**src/rtl/mul_writeback_stage_pkg.sv**
```systemverilog
// Shared types for the multiplier writeback stage.
// Contents:
//   - mul_ops_e       RV32M multiply op select
//   - mul_wb_entry_t  one buffered writeback result (data + destination register)
//   - fifo_state_e    occupancy of the 2-entry result buffer
//   - MUL_WB_DEPTH    result buffer depth
// The entry struct is sized by MUL_WB_DATA_WIDTH / MUL_WB_RD_WIDTH. The stage
// parameters default to these values and must be kept equal to them.
package mul_writeback_stage_pkg;

  localparam int MUL_WB_DATA_WIDTH = 32;
  localparam int MUL_WB_RD_WIDTH   = 5;
  localparam int MUL_WB_DEPTH      = 2;

  typedef enum logic [1:0] {
    MUL_U    = 2'd0,
    MULH_U   = 2'd1,
    MULHSU_U = 2'd2,
    MULHU_U  = 2'd3
  } mul_ops_e;

  typedef struct packed {
    logic [MUL_WB_DATA_WIDTH-1:0] data;
    logic [MUL_WB_RD_WIDTH-1:0]   rd;
  } mul_wb_entry_t;

  // The encoding doubles as the entry count.
  typedef enum logic [1:0] {
    FIFO_EMPTY = 2'd0,
    FIFO_ONE   = 2'd1,
    FIFO_FULL  = 2'd2
  } fifo_state_e;

endpackage

```
**src/rtl/mul_writeback_stage_result_format.sv**
```systemverilog
// mul_result_format: selects the architectural 32-bit result from the raw
// 2*W-bit product and applies the MULHSU correction. Purely combinational.
// Ports:
//   op        in   op select (MUL / MULH / MULHSU / MULHU)
//   prod      in   raw product, 2*DATA_WIDTH bits
//   op_a      in   rs1 value of the operation
//   op_b_msb  in   rs2 sign bit of the operation
//   data      out  formatted DATA_WIDTH-bit result
module mul_result_format
  import mul_writeback_stage_pkg::*;
#(
  parameter int DATA_WIDTH = MUL_WB_DATA_WIDTH
) (
  input  mul_ops_e                  op,
  input  logic [2*DATA_WIDTH-1:0]   prod,
  input  logic [DATA_WIDTH-1:0]     op_a,
  input  logic                      op_b_msb,
  output logic [DATA_WIDTH-1:0]     data
);

  logic [DATA_WIDTH-1:0] prod_hi;
  logic [DATA_WIDTH-1:0] prod_lo;

  assign prod_hi = prod[2*DATA_WIDTH-1:DATA_WIDTH];
  assign prod_lo = prod[DATA_WIDTH-1:0];

  // MULHSU arrives as a signed x signed product. Reinterpreting a negative
  // rs2 as unsigned adds rs1 * 2^W, i.e. rs1 on the high half.
  always_comb begin
    data = prod_lo;
    case (op)
      MUL_U:            data = prod_lo;
      MULH_U, MULHU_U:  data = prod_hi;
      MULHSU_U:         data = prod_hi + (op_b_msb ? op_a : '0);
      default:          data = prod_lo;
    endcase
  end

endmodule

```
**src/rtl/mul_writeback_stage.sv**
```systemverilog
// mul_writeback_stage: formats raw Booth multiplier products into RV32M
// results, buffers them in a 2-entry FIFO and hands them to register-file
// writeback with a valid/ready handshake.
// Ports:
//   clk_i         in   clock
//   rst_n_i       in   synchronous active-low reset
//   prod_valid_i  in   product and sideband valid
//   prod_i        in   raw 2*W-bit product
//   op_i          in   op select
//   op_a_i        in   rs1 value (MULHSU correction)
//   op_b_msb_i    in   rs2 sign bit (MULHSU correction)
//   rd_i          in   destination register
//   ready_o       out  stage can accept a product (buffer not full)
//   wb_valid_o    out  writeback result valid
//   wb_ready_i    in   writeback accepts head result
//   wb_data_o     out  formatted result
//   wb_rd_o       out  destination register
//   overflow_o    out  sticky: a product was dropped while full
// Build option: define MUL_WB_BYPASS_EN to forward a product straight to
// writeback in the same cycle when the buffer is empty. Without it the stage
// is fully registered with one cycle of latency.
module mul_writeback_stage
  import mul_writeback_stage_pkg::*;
#(
  parameter int DATA_WIDTH = MUL_WB_DATA_WIDTH,
  parameter int RD_WIDTH   = MUL_WB_RD_WIDTH
) (
  input  logic                    clk_i,
  input  logic                    rst_n_i,
  input  logic                    prod_valid_i,
  input  logic [2*DATA_WIDTH-1:0] prod_i,
  input  mul_ops_e                op_i,
  input  logic [DATA_WIDTH-1:0]   op_a_i,
  input  logic                    op_b_msb_i,
  input  logic [RD_WIDTH-1:0]     rd_i,
  output logic                    ready_o,
  output logic                    wb_valid_o,
  input  logic                    wb_ready_i,
  output logic [DATA_WIDTH-1:0]   wb_data_o,
  output logic [RD_WIDTH-1:0]     wb_rd_o,
  output logic                    overflow_o
);

  logic [DATA_WIDTH-1:0] fmt_data;
  mul_wb_entry_t         entries [MUL_WB_DEPTH];
  mul_wb_entry_t         head;
  fifo_state_e           state;
  fifo_state_e           state_next;
  logic                  wr_ptr;
  logic                  rd_ptr;
  logic                  overflow;
  logic                  fifo_valid;
  logic                  push;
  logic                  pop;
  logic                  drop;

  mul_result_format #(
    .DATA_WIDTH (DATA_WIDTH)
  ) u_format (
    .op       (op_i),
    .prod     (prod_i),
    .op_a     (op_a_i),
    .op_b_msb (op_b_msb_i),
    .data     (fmt_data)
  );

  assign head       = entries[rd_ptr];
  assign fifo_valid = (state != FIFO_EMPTY);
  assign ready_o    = (state != FIFO_FULL);
  assign pop        = fifo_valid && wb_ready_i;
  assign drop       = prod_valid_i && !ready_o && !pop;
  assign overflow_o = overflow;

`ifdef MUL_WB_BYPASS_EN
  logic bypass_hit;

  // An empty buffer lets the product through combinationally; it only needs
  // storing if writeback does not take it this cycle.
  assign bypass_hit = (state == FIFO_EMPTY) && prod_valid_i;
  assign wb_valid_o = fifo_valid || bypass_hit;
  assign wb_data_o  = fifo_valid ? head.data : fmt_data;
  assign wb_rd_o    = fifo_valid ? head.rd   : rd_i;
  assign push       = prod_valid_i && (ready_o || pop) && !(bypass_hit && wb_ready_i);
`else
  assign wb_valid_o = fifo_valid;
  assign wb_data_o  = head.data;
  assign wb_rd_o    = head.rd;
  assign push       = prod_valid_i && (ready_o || pop);
`endif

  // Occupancy: simultaneous push and pop leave it unchanged.
  always_comb begin
    state_next = state;
    if (push && !pop) begin
      case (state)
        FIFO_EMPTY: state_next = FIFO_ONE;
        FIFO_ONE:   state_next = FIFO_FULL;
        default:    state_next = state;
      endcase
    end else if (pop && !push) begin
      case (state)
        FIFO_FULL:  state_next = FIFO_ONE;
        FIFO_ONE:   state_next = FIFO_EMPTY;
        default:    state_next = state;
      endcase
    end
  end

  always_ff @(posedge clk_i) begin
    if (!rst_n_i) begin
      state    <= FIFO_EMPTY;
      wr_ptr   <= 1'b0;
      rd_ptr   <= 1'b0;
      overflow <= 1'b0;
      for (int i = 0; i < MUL_WB_DEPTH; i++) begin
        entries[i] <= '0;
      end
    end else begin
      state <= state_next;
      if (push) begin
        entries[wr_ptr] <= '{data: fmt_data, rd: rd_i};
        wr_ptr          <= ~wr_ptr;
      end
      if (pop) begin
        rd_ptr <= ~rd_ptr;
      end
      if (drop) begin
        overflow <= 1'b1;
      end
    end
  end

endmodule

```
**config.mk**
```make
export PLATFORM = sky130hd
export DESIGN_NAME = mul_writeback_stage
export DESIGN_NICKNAME = d
export VERILOG_FILES = /design/src/rtl/mul_writeback_stage_pkg.sv /design/src/rtl/mul_writeback_stage_result_format.sv /design/src/rtl/mul_writeback_stage.sv
export SDC_FILE = /design/constraint.sdc
export NUM_CORES = 1
export LEC_CHECK = 0
export ABC_CLOCK_PERIOD_IN_PS = 11100
export CAP_MARGIN = 20
export CORE_MARGIN = 2
export CORE_UTILIZATION = 35
export CTS_CLUSTER_SIZE = 28
export DETAILED_ROUTE_END_ITERATION = 8
export PLACE_DENSITY_LB_ADDON = 0.15
export SYNTH_ARGS = -nofsm -noshare
export SYNTH_HDL_FRONTEND = slang
export SYNTH_SLANG_ARGS = --single-unit
```
**constraint.sdc**
```tcl
create_clock -name clk_i -period 11.1 [get_ports clk_i]
set_clock_uncertainty 0.2 [all_clocks]
set_input_delay 1.11 -clock clk_i [delete_from_list [all_inputs] [get_ports clk_i]]
set_output_delay 1.11 -clock clk_i [all_outputs]
set_load 0.03 [all_outputs]
```
==> metrics, run 1 <==
vias in the first global route 5529; max-slew violation count 0; Post-Syn Nets 826; status finished, final reports clean; slowest cell on the critical path clkdlybuf4s50_1; Die X 137.1 µm; worst slew pin tran 1.043 ns; WL final 20.48 mm; CTS root buffer clkbuf_16; met1 usage 0.3261; reg2reg setup slack 8.29 ns; met2 Use GR 0.3369; Avg Cell Area, Syn 9.054 µm²; total power 0.0009613 W; Fin. Hold Viols 0; layout cells sized above 1 0.08621; I/O Buffers 147; CP Data Arrival Time 5.16 ns; unrepaired setup endpoints after global routing no; most used routing layer in global routing met2; first-pass GRT wire length 31.06 mm; Top Family by Delay on Critical Path simple AND/OR/NAND/NOR gates; # resized after CTS 0; Avg WL per Cell 19.73 µm; worst-path fanout max 32; Die ar. 0.01880 mm²; Max stage delay on crit path 0.97 ns; CP endpoint kind flip-flop; Max Root-Sink Buffers 2; GRT Util Overall 0.2188; crit-path cells clkdlybuf4s50_1 -> and2_1 -> ha_1 -> fa_1 -> a21o_1 -> a221oi_2 -> a21o_1 -> a2111oi_0 -> or4b_1 -> nor3_1 -> nor2_1; register area share after synthesis 0.3776; P&R area growth vs syn 31.39%; Max Cap Viol 0; crit-path most repeated cell a21o_1; Max VDD drop 0.08350 mV; clock tree from TritonCTS yes; Fin Setup TNS 0 ns; number of synthesized flops with an enable pin 74; Tmin final 5.304 ns; Worst-Skew Late Latency 0.33 ns; Leakage 3.110 nW; gate count of the mapped netlist 685; Residual DRC 0; Vias/cell 5.550; crit path buf inv count 1; kind of critical path in2reg; Initial Utilization 0.3586; yosys warns 0; Hold WC Path Type reg2reg; pwr dens 118.0 mW/mm²; met3 usage 0.02296; core area 0.01730 mm²; die height 137.1 µm; DRT Pass-1 Iters 4; Filler Cells Inserted 1667; largest net degree at the start of global routing 43; Final HPWL DP 15.36 mm; ys async rst share 0; H-tree Lvls 3; Antenna Violating Nets Remaining 0; mapped cell area 0.006202 mm²; Post-CTS Setup Bufs 0; synth unique cells 64; Setup violations, final 0; CP required 10.96 ns; Final period util 0.4778; #FFs+latches synth 80; Rel. slew slack 0.3027; antenna violations before repair 0; grt ovf 0; CTS Buf Count 9; # IOs 148; routability cong. 0.9056; hold_buf cts 0; Cell Rows 48; clock slew at reported path FFs 0.06 ns; 1st-iter DRT viols 305; Worst Setup Start Kind input port; Post-synth top flop edfxtp_1; final net count 948; Max Fclk 188.5 MHz; vias post-DR 5761; CTS sink cnt 80
[per-layer routing]
| layer | vias to the layer above | part of all wire |
|---|---|---|
| met1 | 2764 | 0.48 |
| met2 | 176 | 0.45 |
| met3 | 18 | 0.046 |
| li1 | 2803 | - |
| met5 | - | 0 |
| met4 | 0 | 0.016 |
[synthesized netlist by cell type, types with 4 or more instances]
cell | count | area, µm²
nand2_1 | 42 | 157.7
nand4_1 | 13 | 81.33
a311oi_1 | 5 | 43.79
a21oi_1 | 75 | 375.4
nor2b_1 | 10 | 62.56
mux2i_1 | 6 | 60.06
dfxtp_1 | 6 | 120.1
and2_1 | 52 | 325.3
xnor2_1 | 7 | 61.31
nand3_1 | 14 | 70.07
o21bai_1 | 4 | 30.03
nor2_1 | 69 | 259.0
a31oi_1 | 4 | 25.02
and3_1 | 15 | 93.84
o31ai_1 | 6 | 45.04
buf_1 | 5 | 18.77
nor3b_1 | 4 | 30.03
o21a_1 | 9 | 67.56
nor3_1 | 13 | 65.06
o21ai_0 | 32 | 160.2
inv_1 | 11 | 41.29
or3_1 | 9 | 56.30
a211oi_1 | 7 | 52.55
a21o_1 | 16 | 120.1
ha_1 | 32 | 400.4
xor2_1 | 4 | 35.03
edfxtp_1 | 74 | 2222
nand2b_1 | 6 | 37.54
clkbuf_1 | 37 | 138.9
o211ai_1 | 7 | 52.55
mux2_2 | 39 | 439.2
[sequential cells by signal, indices dropped and copies added (netlist names), named ones only]
register    count
rd_ptr          1
wr_ptr          1
state           2
entries        74
overflow_o      1
[cell families after synthesis]
group                    count (synthesis)  synth area share
AND/OR/NAND/NOR                        259            0.2136
AO/OA/AOI/OAI                          197            0.2027
flip-flops                              80            0.3776
buffers and inverters                   56           0.03429
multiplexers                            49           0.08836
adder cells (fa/ha/maj)                 33           0.06778
XOR/XNOR                                11           0.01553
[stage by stage]
stage,hold WS [ns],setup slack (ns),instance area (µm²),std cells,util
6_report,0.2977,5.796,8149,1038,0.4711
5_1_grt,0.3655,5.538,8147,1037,0.4710
4_1_cts,0.3075,5.828,8147,1037,0.4710
3_5_place_dp,0.2857,5.503,7859,1021,0.4544
3_3_place_gp,0.2815,5.574,7859,1021,0.4544
2_1_floorplan,0.2980,6.278,6202,685,-
[cells in the final DEF (no fill, tap or decap), types with 10 or more instances in the layout]
cell and instances:
nor3_1 13, clkdlybuf4s50_1 147, and2_1 52, edfxtp_1 74, inv_1 11, nand4_1 13, nand2_1 42, ha_1 32
o21ai_0 31, a21o_1 16, nor2_1 69, nor2b_1 10, nand3_1 14, mux2_2 39, a21oi_1 75, and3_1 15
[layout make-up]
class / count / area, µm² / area share
repair buffers: 155 / 1531 / 0.1879
clock buffers: 9 / 225.2 / 0.02764
well taps: 225 / 281.5 / 0.03455
inverters: 12 / 45.04 / 0.005527
diodes: 1 / 2.502 / 0.0003071
flip-flops and latches: 80 / 2342 / 0.2874
multi-input cells: 549 / 3659 / 0.4489
clock inverters: 7 / 62.56 / 0.007677
[power by group]
group	switching [W]	internal (W)	total, W
sequential	0.00000635	0.000356	0.000362
clock	0.000111	0.000172	0.000283
combinational	0.000180	0.000137	0.000316
total	0.000298	0.000664	0.000961
[tightest hold or removal path, cell delays in order (launching register included)]
cell     delay (ns)
dfxtp_1        0.33
a21oi_1        0.04
nor2b_1        0.09
[path summary, 6_finish.rpt]
path | cells after the start | to | startpoint
worst max-delay path | 11 | entries[0][31] | op_b_msb_i
worst min-delay path | 2 | overflow_o | overflow_o
worst max register to register | 6 | entries[1][9] | state[1]
worst min register to register | 2 | overflow_o | overflow_o
No activity file was read; power rests on OpenSTA's default activity.
==> inputs of run 2 (changes only) <==
ABC_CLOCK_PERIOD_IN_PS = 4500   (was 11100)
clock period = 4.5 ns   (was 11.1 ns; I/O delays follow)
==> run 2 against run 1 <==
Critical path type unchanged; combinational power grew to 2.6 times the previous value; worst hold slack better by 0.011 ns; utilization increased by 1.1 points; sequential power up 150%; critical path depth rose by 1; power up 140%; non-clock buffer count rose by 29; cell count up 2.6%.
==> metrics, run 2 (synthesis results as in run 1) <==
status finished, final reports clean (unchanged); Residual DRC 0 (unchanged); Sequential Power Share 0.384 (was 0.377); largest net degree at the start of global routing 38 (was 43); die height 137.1 µm (unchanged); Leakage 3.239 nW (was 3.110 nW); layout cells sized above 1 0.1168 (was 0.08621); clock tree from TritonCTS yes (unchanged); dpl ws 0.1022 ns (was 5.503 ns); Worst-Skew Late Latency 0.33 ns (about the same); Cell Rows 48 (unchanged); CTS root buffer clkbuf_16 (unchanged); switching power 0.0007343 W (was 0.0002975 W); kind of critical path in2reg (unchanged); CP Data Arrival Time 3.98 ns (was 5.16 ns); Final period util 0.9155; unrepaired setup endpoints after global routing no (unchanged); Die ar. 0.01880 mm² (unchanged); Sw Ratio 0.3140 (was 0.3095); Setup violations, final 0 (unchanged); commonest non-fill, non-tap cell in the layout clkdlybuf4s50_1 (unchanged); Avg WL per Cell 19.59 µm (was 19.73 µm); Int Pwr 0.001604 W (was 0.0006638 W); Critical Path Source op_b_msb_i (unchanged); P&R area growth vs syn 34.52% (was 31.39%); final net count 977 (was 948); Vias/cell 5.470 (was 5.550); CP endpoint kind flip-flop (unchanged); worst-path fanout max 32 (unchanged); Max Cap Viol 0 (unchanged); Top reg by flops entries (unchanged); Comb pwr share 0.346 (was 0.329); Antenna Violating Nets Remaining 0 (unchanged); Final HPWL DP 16.16 mm (was 15.36 mm); met1 usage 0.3273 (was 0.3261); Hold WC Path Type reg2reg (unchanged); max FFs per register 74 (unchanged); Post-DP Area 0.008089 mm² (was 0.007859 mm²); met2 Use GR 0.3494 (was 0.3369); Worst Setup Start Kind input port (unchanged); clock slew at reported path FFs 0.06 ns (about the same); # resized after CTS 0 (unchanged); I/O Buffers 147 (unchanged); CTS sink cnt 80 (unchanged); Hold WS 0.3085 ns (was 0.2977 ns); grt ovf 0 (unchanged); routability cong. 0.9060 (was 0.9056); CP required 4.36 ns (was 10.96 ns); antenna violations before repair 0 (unchanged); Die X 137.1 µm (unchanged); # IOs 148 (unchanged); most used routing layer in global routing met2 (unchanged); Initial Utilization 0.3586 (unchanged); max-slew violation count 0 (unchanged); Clock Power Share 0.269 (was 0.294); DRT Pass-1 Iters 5 (was 4); met3 usage 0.02778 (was 0.02296); H-tree Lvls 3 (unchanged); pwr dens 280.3 mW/mm² (was 118.0 mW/mm²); Max VDD drop 0.2520 mV (was 0.08350 mV); Rel. slew slack 0.3572 (was 0.3027); hold_buf cts 0 (unchanged); 1st-iter DRT viols 412 (was 305); most frequent cells in the layout clkdlybuf4s50_1 (147), a21oi_1 (75), edfxtp_1 (74) (unchanged); Largest regs entries x74, state x2 (unchanged); Tmin final 4.120 ns; worst r2r src state[1] (unchanged); GRT Util Overall 0.2245 (was 0.2188); Setup WS post-layout 0.3802 ns (was 5.796 ns); worst slew pin tran 0.9629 ns (was 1.043 ns); core area 0.01730 mm² (unchanged); first-pass GRT wire length 31.71 mm (was 31.06 mm); Post-CTS Setup Bufs 0 (unchanged); hold path start overflow_o (unchanged); Max Fclk 242.7 MHz; Fin Setup TNS 0 ns (unchanged); fin area 0.008343 mm² (was 0.008149 mm²); WL final 20.86 mm (was 20.48 mm); Max Root-Sink Buffers 2 (unchanged); vias post-DR 5826 (was 5761); Fin. Hold Viols 0 (unchanged); vias in the first global route 5666 (was 5529); Filler Cells Inserted 1650 (was 1667); CTS Buf Count 9 (unchanged)
## run 2: changes by cell type in the layout (fill, tap and decap cells not counted)
cell,previous run,this run
buf_12,0,1
buf_4,8,36
bufinv_16,1,0
clkinv_1,3,2
clkinv_2,2,3
clkinvlp_4,2,1
## run 2: cell type report
type	instances	area (µm²)	area share
diodes	1	2.502	0.0002999
flip-flops and latches	80	2342	0.2807
clock inverters	5	26.28	0.003149
inverters	12	45.04	0.005399
multi-input cells	549	3659	0.4385
repair buffers	184	1762	0.2112
well taps	225	281.5	0.03374
clock buffers	9	225.2	0.02699
## run 2: critical path, cell delays in order
cell and delay [ns]:
clkdlybuf4s50_1 0.51, buf_12 0.17, and2_1 0.17, ha_1 0.34, a21oi_1 0.23, o21ai_0 0.19, a2111oi_0 0.75, buf_4 0.23
nand2_1 0.12, a2111oi_0 0.51, nor3_1 0.13, nor3b_1 0.16
## run 2: path summary, 6_finish.rpt
check | cells after the start | slack, ns | endpoint
hold reg to reg | 2 | 0.31 | overflow_o
hold / removal | 2 | 0.31 | overflow_o
setup reg to reg | 7 | 1.81 | entries[0][29]
setup / recovery | 12 | 0.38 | entries[0][28]
## run 2: per-layer routing
metal | routed length [µm] | up-vias
met5 | 0 | -
met4 | 264 | 0
met3 | 1165 | 19
met2 | 9536 | 204
met1 | 9897 | 2747
li1 | - | 2856
## run 2: power by group through the flow
stage | Combinational, W | Clock, W | Sequential [W]
3_3_place_gp | 0.000805 | 0 | 0.000912
6_report | 0.000810 | 0.000630 | 0.000899
5_1_grt | 0.000875 | 0.000674 | 0.000906
3_5_place_dp | 0.000805 | 0 | 0.000915
4_1_cts | 0.000810 | 0.000643 | 0.000900
2_1_floorplan | 0.000462 | 0 | 0.000905
## run 2: through the flow
step                utilization  cells  total power, W
finish                   0.4824   1065        0.002338
global route             0.4822   1064        0.002454
CTS                      0.4822   1064        0.002353
detailed placement       0.4677   1050        0.001721
global placement         0.4677   1050        0.001717
floorplan                     -    685        0.001368
